## src/rtl/pipe_pkg.sv

```systemverilog
// pipe_pkg: shared widths and types for the pipe_reg_chain elastic pipeline.
package pipe_pkg;
  localparam int STALL_CNT_W = 32;
  typedef logic valid_bit_t;
  function automatic int occ_w(int depth);
    return $clog2(depth + 1);
  endfunction
endpackage

```

## src/rtl/pipe_stage.sv

```systemverilog
// pipe_stage: one load-enabled valid+data register with flush and async active-low clear.
module pipe_stage
  import pipe_pkg::*;
#(
  parameter int WIDTH = 64
) (
  input  logic             clk,
  input  logic             reset,
  input  logic             flush,
  input  logic             load,
  input  logic             src_valid,
  input  logic [WIDTH-1:0] src_data,
  output valid_bit_t       valid,
  output logic [WIDTH-1:0] data
);
  always_ff @(posedge clk or negedge reset) begin
    if (!reset) begin
      valid <= 1'b0;
      data  <= '0;
    end else begin
      valid <= flush ? 1'b0 : (load ? src_valid : valid);
      if (load && src_valid && !flush) data <= src_data;
    end
  end
endmodule

```

## src/rtl/pipe_reg_chain.sv

```systemverilog
// pipe_reg_chain: DEPTH-stage elastic valid/ready register chain with flush.
// Defining PIPE_REG_PERF_EN adds the stall_cycles counter port.
module pipe_reg_chain
  import pipe_pkg::*;
#(
  parameter int WIDTH = 64,
  parameter int DEPTH = 1
) (
  input  logic                      clk,
  input  logic                      reset,
  input  logic                      flush,
  input  logic                      in_valid,
  output logic                      in_ready,
  input  logic [WIDTH-1:0]          in_data,
  output logic                      out_valid,
  input  logic                      out_ready,
  output logic [WIDTH-1:0]          out_data,
  output logic [occ_w(DEPTH)-1:0]   occupancy
`ifdef PIPE_REG_PERF_EN
  ,output logic [STALL_CNT_W-1:0]   stall_cycles
`endif
);
  localparam int OCC_W = occ_w(DEPTH);
  if (DEPTH < 1) begin : g_bad_depth
    $error("pipe_reg_chain: DEPTH must be >= 1");
  end
  valid_bit_t [DEPTH-1:0] v;
  logic [WIDTH-1:0] d [DEPTH];
  logic [WIDTH-1:0] sd [DEPTH];
  logic [DEPTH-1:0] sv;
  logic [DEPTH:0] rdy;
  // A stage can take new data when it is empty or its occupant is moving on.
  always_comb begin
    rdy[DEPTH] = out_ready;
    for (int k = DEPTH - 1; k >= 0; k--) rdy[k] = !v[k] || rdy[k+1];
  end
  always_comb begin
    sv[0] = in_valid;
    sd[0] = in_data;
    for (int k = 1; k < DEPTH; k++) begin
      sv[k] = v[k-1];
      sd[k] = d[k-1];
    end
  end
  for (genvar i = 0; i < DEPTH; i++) begin : g_stage
    pipe_stage #(.WIDTH(WIDTH)) u_stage (
      .clk       (clk),
      .reset     (reset),
      .flush     (flush),
      .load      (rdy[i]),
      .src_valid (sv[i]),
      .src_data  (sd[i]),
      .valid     (v[i]),
      .data      (d[i])
    );
  end
  assign in_ready  = rdy[0] & ~flush;
  assign out_valid = v[DEPTH-1];
  assign out_data  = d[DEPTH-1];
  always_comb begin
    occupancy = '0;
    for (int k = 0; k < DEPTH; k++) occupancy = occupancy + OCC_W'(v[k]);
  end
`ifdef PIPE_REG_PERF_EN
  always_ff @(posedge clk or negedge reset) begin
    if (!reset) stall_cycles <= '0;
    else if (out_valid && !out_ready) stall_cycles <= stall_cycles + STALL_CNT_W'(1);
  end
`endif
endmodule
```

## config.mk

```make
export PLATFORM = sky130hd
export DESIGN_NAME = pipe_reg_chain
export DESIGN_NICKNAME = d
export VERILOG_FILES = /design/src/rtl/pipe_pkg.sv /design/src/rtl/pipe_stage.sv /design/src/rtl/pipe_reg_chain.sv
export SDC_FILE = /design/constraint.sdc
export NUM_CORES = 1
export LEC_CHECK = 0
export CORE_UTILIZATION = 43
export DETAILED_ROUTE_END_ITERATION = 6
export GPL_ROUTABILITY_DRIVEN = 1
export HOLD_SLACK_MARGIN = 0.1
export PLACE_DENSITY = 0.85
export SYNTH_ARGS = -nofsm -noshare
export SYNTH_HDL_FRONTEND = slang
export SYNTH_HIERARCHICAL = 1
export SYNTH_SLANG_ARGS = --single-unit
```

## constraint.sdc

```tcl
create_clock -name clk -period 2.3 [get_ports clk]
set_input_delay 0.46 -clock clk [delete_from_list [all_inputs] [get_ports clk]]
set_output_delay 0.46 -clock clk [all_outputs]
set_load 0.005 [all_outputs]
```

# After elaboration in Yosys (flattened, before gate mapping)
# Cells that the tools add are included.
[op_classes]
mux = 2
n_bitwise = 2
reduce_logical = 6
[op_table]
columns = ["operator", "count"]
rows = [
  ["$logic_and 1x1->1", 2],
  ["$logic_not 1->1", 2],
  ["$mux 1", 2],
  ["$reduce_bool 2->1", 1],
  ["$and 1x1->1", 1],
  ["$logic_or 1x1->1", 1],
  ["$not 1->1", 1],
]
[totals]
reg_bits = 65
inputBits = 69
output_inout_bits = 67
word_cells = 12

# Depth between registers and ports, before layout
[logic_depth]
word_depth = 4
ltp_mapped = 5
ltp_nobuf = 3

# Hierarchy
# The synthesis kept the hierarchy.
[modules_own_cells]
columns = ["mod", "instances", "cells_each", "area_each_um2", "seq_area_each_um2"]
rows = [
  ["pipe_stage", 1, 139, 2725.1, 1626.6],
  ["pipe_reg_chain", 1, 3, 35.0, 0.0],
]

# Worst setup path after synthesis
# Ideal clock, no wire load.
[synth_path]
path_type = "input port to flip-flop"
start = "input port out_ready"
end = "register g_stage[0].u_stage.data[0]"
setup_time_ns = 0.125
t_arrival_ns = 1.310
required_time_ns = 2.175
slack_ns = 0.864
stages = 5
n_path_buf = 2
cell_sequence = "nand2b_4 nand3b_1 buf_6 buf_12 mux2_4"
[synth_between]
elab_chain_cells = 3
[synth_lines]
columns = ["item", "line", "source"]
rows = [
  ["from (decl)", "pipe_reg_chain.sv:16", "input logic out_ready,"],
  ["$logic_or 1x1->1", "pipe_reg_chain.sv:35", "for (int k = DEPTH - 1; k >= 0; k--) rdy[k] = !v[k] || rdy[k+1];"],
  ["$logic_and 1x1->1 (2 in a row)", "pipe_stage.sv:22", "if (load && src_valid && !flush) data <= src_data;"],
  ["to (signal assigned)", "pipe_stage.sv:22", ""],
  ["to (decl)", "pipe_stage.sv:14", "output logic [WIDTH-1:0] data"],
]
# No other way between the ends.
# A chain may end at the register's enable or synchronous reset.

# Worst setup path in the final report
[layout_path]
start = "input port out_ready"
end = "output port in_ready"
[layout_between]
elab_chain_cells = 2
[layout_lines]
columns = ["item", "line", "source"]
rows = [
  ["$logic_or 1x1->1", "pipe_reg_chain.sv:35", ""],
  ["net rdy[0]", "pipe_reg_chain.sv:31", "logic [DEPTH:0] rdy;"],
  ["$and 1x1->1", "pipe_reg_chain.sv:57", "assign in_ready = rdy[0] & ~flush;"],
  ["to (decl)", "pipe_reg_chain.sv:13", "output logic in_ready,"],
]
# The timed path passes the listed nets, and every way through them passes these cells.

==> reports/qor_table.md <==
| Stage | Quantity | Value |
|:---|:---|:---|
| worst setup path | Slowest cell on the critical path | sky130_fd_sc_hd__clkdlybuf4s50_1 |
| worst setup path | Critical path startpoint | out_ready |
| worst setup path | Worst Path Arrival | 1.66 ns |
| global route | All-layer global routing usage | 18.1% |
| power | Combinational Power Share | 28.8% |
| yosys | Synthesized flop and latch total | 65 |
| worst hold path | Min-Delay Path Class | in2async |
| worst setup path | Reg-to-reg startpoint | g_stage[0].u_stage/valid |
| worst setup path | R2R Path End | g_stage[0].u_stage/data[63] |
| route | Routed length per instance | 16.0 um |
| clock network | TritonCTS clock tree | yes |
| clock network | Clock Tree Root | sky130_fd_sc_hd__clkbuf_8 |
| power | Power per unit of standard cell area | 743 mW/mm2 |
| timing | Unrepaired setup endpoints after global routing | false |
| worst setup path | Register-to-register setup slack | 0.74 ns |
| worst setup path | Biggest fanout along the worst timing path | 3 |
| route | Number of routed nets with antenna violations | 0 |
| placed design | Final GP Congestion | 0.672 |
| power | Net Sw Power | 731 uW |
| floorplanning | Die Ht | 82.1 um |
| timing | Period utilization | 92.1% |
| yosys | Fraction of synthesis flops using an asynchronous set or reset pin | 100% |
| yosys | Cell types with the largest area share after synthesis | sky130_fd_sc_hd__dfrtp_1 (59%), sky130_fd_sc_hd__mux2_4 (33%), sky130_fd_sc_hd__buf_12 (4.4%) |
| worst setup path | Cell-by-cell trace of the critical path | clkdlybuf4s50_1, nand2b_4, nor2b_4, clkdlybuf4s50_1 |
| yosys | Number of distinct library cells after synthesis | 11 |
| worst setup path | Required time worst endpoint | 1.84 ns |
| layout | Number of antenna diodes | 0 |
| timing | Shortest period the worst path allows | 2.12 ns |
| floorplanning | Ports placed on the boundary | 136 |
| route | Total via count after detailed routing | 1,705 |
| clock network | Clock latency on the worst-skew pair | 0.32 ns |
| route | Total DRC errors in the routed layout | 0 |
| placed design | Number of buffers added on ports | 135 |
| worst setup path | Number of buffers and inverters on the critical path | 2 |
| yosys | Top cell type by total area after synthesis | sky130_fd_sc_hd__dfrtp_1 |
| worst setup path | Logic depth of the worst register-to-register path | 4 |
| yosys | Area share of the leading cell type in the synthesized netlist | 58.9% |
| yosys | Number of enable flip-flop cells after synthesis | 0 |
| power | Pint | 2460 uW |
| yosys | Ys flop type | sky130_fd_sc_hd__dfrtp_1 |
| layout | Multi-input logic area | 995 um2 |
| global route | Wire length of the first global-routing pass | 8740 um |
| yosys | Cell Area, Synth | 0.00276 mm2 |
| power | Fraction of power consumed by sequential logic | 45.3% |
| timing | Headroom to the max-slew limit | 55.9% |
| clock network | Maximum buffer depth of the clock tree | 2 |
| clock network | Maximum level of the CTS H-tree | 3 |
| placed design | Detailed placement HPWL | 4260 um |
| worst setup path | Critical Path Sink Type | output pin |
| worst setup path | Crit start category | input port |
| floorplanning | Cell row count | 28 |
| worst setup path | Worst setup path category | in2out |
| worst setup path | Largest stage delay on the critical path | 0.49 ns |
| layout | Share of layout cells above drive strength 1 | 29.4% |
| power | LEAKAGE | 0.00200 uW |
| global route | Pin count of the biggest net entering global routing | 41 |
| layout | Non-filler instance count after layout | 361 |
| yosys | Leading cell types by count after synthesis | sky130_fd_sc_hd__dfrtp_1 (65), sky130_fd_sc_hd__mux2_4 (60), sky130_fd_sc_hd__buf_12 (6) |
| timing | Slew at the pin closest to its max-slew limit | 0.662 ns |
| timing | Finish-stage setup viols | 0 |
| power | Worst IR Drop VDD | 0.441 mV |
| clock network | Register clock-pin slew on the reported worst setup and hold paths | 0.07 ns |
| clock network | Number of resized instances in the post-cts repair step | 0 |
| run | Maximum capacitance violations | 0 |
| timing | Clk_skew | 0.00552 ns |
| floorplanning | X dimension of the die | 82.1 um |
| worst setup path | Kind of cell adding the most delay to the critical path | buffers and inverters |
| route | Detailed-routing iteration count for the pre-antenna-repair pass | 3 |
| global route | Overflow left after global routing | 0 |
| clock network | CTS hold repair buffers | 0 |
| floorplanning | Effective utilization at floorplan | 45.5% |
| floorplanning | Area of the placeable core | 0.00606 mm2 |
| layout | Total of fill cells in the finished design | 402 |
| timing | Smallest setup slack after layout | 0.182 ns |
| clock network | Clk sinks | 65 |
| global route | Vias in the first global route | 1,759 |
| placed design | Minimum setup slack after placement | 0.177 ns |
| yosys | Top-count cell post-synth | sky130_fd_sc_hd__dfrtp_1 |
| timing | Hold Violations, Final | 0 |
| timing | Slew Limit Fails | 0 |
| placed design | Cell count after placement | 347 |
| clock network | Total CTS buffers | 9 |
| floorplanning | Die area | 0.00674 mm2 |
| yosys | Gate Count Post-Synth | 142 |
| power | Sw Share | 22.9% |
| route | Number of vias per cell | 4.72 |
| yosys | Synthesized netlist net count | 211 |
| power | Clock network fraction of total power | 25.9% |
| yosys | Share of the yosys chip area belonging to registers | 58.9% |
| layout | Seq. cell area | 0.00163 mm2 |
| layout | Syn-to-layout area delta | 55.4% |
| status | Status | completed |
| yosys | Average cell area after synthesis | 19.4 um2 |
| timing | Setup TNS | 0 ns |
| yosys | Yosys warnings | 6 |
| worst setup path | Cell repeated most along the worst path | sky130_fd_sc_hd__clkdlybuf4s50_1 |
| global route | Antenna violations before repair | 0 |
| layout | NumNets Final | 352 |
| route | Routed wire length | 5770 um |
| timing | Highest clock rate | 472 MHz |
| route | DRT iter0 DRCs | 72 |
| worst setup path | Count of cell instances traversed by the critical path | 4 |
| timing | Post-Route Hold Slack | 0.160 ns |
| clock network | Total setup buffers inserted after CTS | 0 |
==> cell type report <==
class                      count  share of cell area [%]
timing repair buffer         138                    32.8
multi-input combinational     69                    23.2
sequential                    65                    37.9
clock inverter                 3                   0.408
tap                           75                    2.19
clock buffer                  11                    3.53
==> power by group through the flow <==
stage | clock, uW | combinational, uW | sequential [uW]
floorplan | 0 | 350 | 1470
global placement | 0 | 910 | 1460
detailed placement | 0 | 928 | 1460
CTS | 857 | 932 | 1450
global route | 910 | 978 | 1470
finish | 825 | 919 | 1450
==> sequential cells by signal, summed over array words and instances (netlist names) <==
name                   count
g_stage.u_stage/data      64
g_stage.u_stage/valid      1
==> worst max path at each step <==
stage,end,slack [ns]
finish,in_ready,0.18
global route,in_ready,0.15
CTS,in_ready,0.17
detailed placement,in_ready,0.18
global placement,in_ready,0.18
floorplan,g_stage[0].u_stage/data[0],0.86
==> cell families (layout without fill, tap and decap cells) <==
family                 count (synthesis)  after routing  share of synthesized area (%)
buffers and inverters                  8            152                           5.03
DFF                                   65             65                           58.9
muxes                                 65             65                           34.6
and+or+nand+nor                        4              4                           1.40
==> placed cells by master (no fill, tap or decap) <==
cell                              instances
sky130_fd_sc_hd__buf_12                   3
sky130_fd_sc_hd__buf_2                    1
sky130_fd_sc_hd__clkbuf_8                11
sky130_fd_sc_hd__clkdlybuf4s50_1        134
sky130_fd_sc_hd__clkinv_2                 2
sky130_fd_sc_hd__clkinvlp_4               1
sky130_fd_sc_hd__dfrtp_1                 65
sky130_fd_sc_hd__mux2_2                   4
sky130_fd_sc_hd__mux2_4                  60
sky130_fd_sc_hd__mux2i_1                  1
sky130_fd_sc_hd__nand2b_4                 1
sky130_fd_sc_hd__nand3b_1                 1
sky130_fd_sc_hd__nor2_1                   1
sky130_fd_sc_hd__nor2b_4                  1
==> layer usage <==
metal	up-vias	global-route usage (%)	share of wire, %
met3	13	5.49	7.3
met1	829	23.1	42
li1	779	-	-
met2	84	27.5	48
met4	0	10.0	3.0
met5	-	0	0
==> metrics by stage <==
stage	power (uW)	utilization, %	area (um2)
5_1_grt	3360	70.8	4290
3_3_place_gp	2370	68.0	4120
4_1_cts	3240	70.8	4290
2_1_floorplan	1820	-	2760
6_report	3190	70.8	4290
3_5_place_dp	2390	68.0	4120
Note: power is estimated with default switching activity, not from simulation.
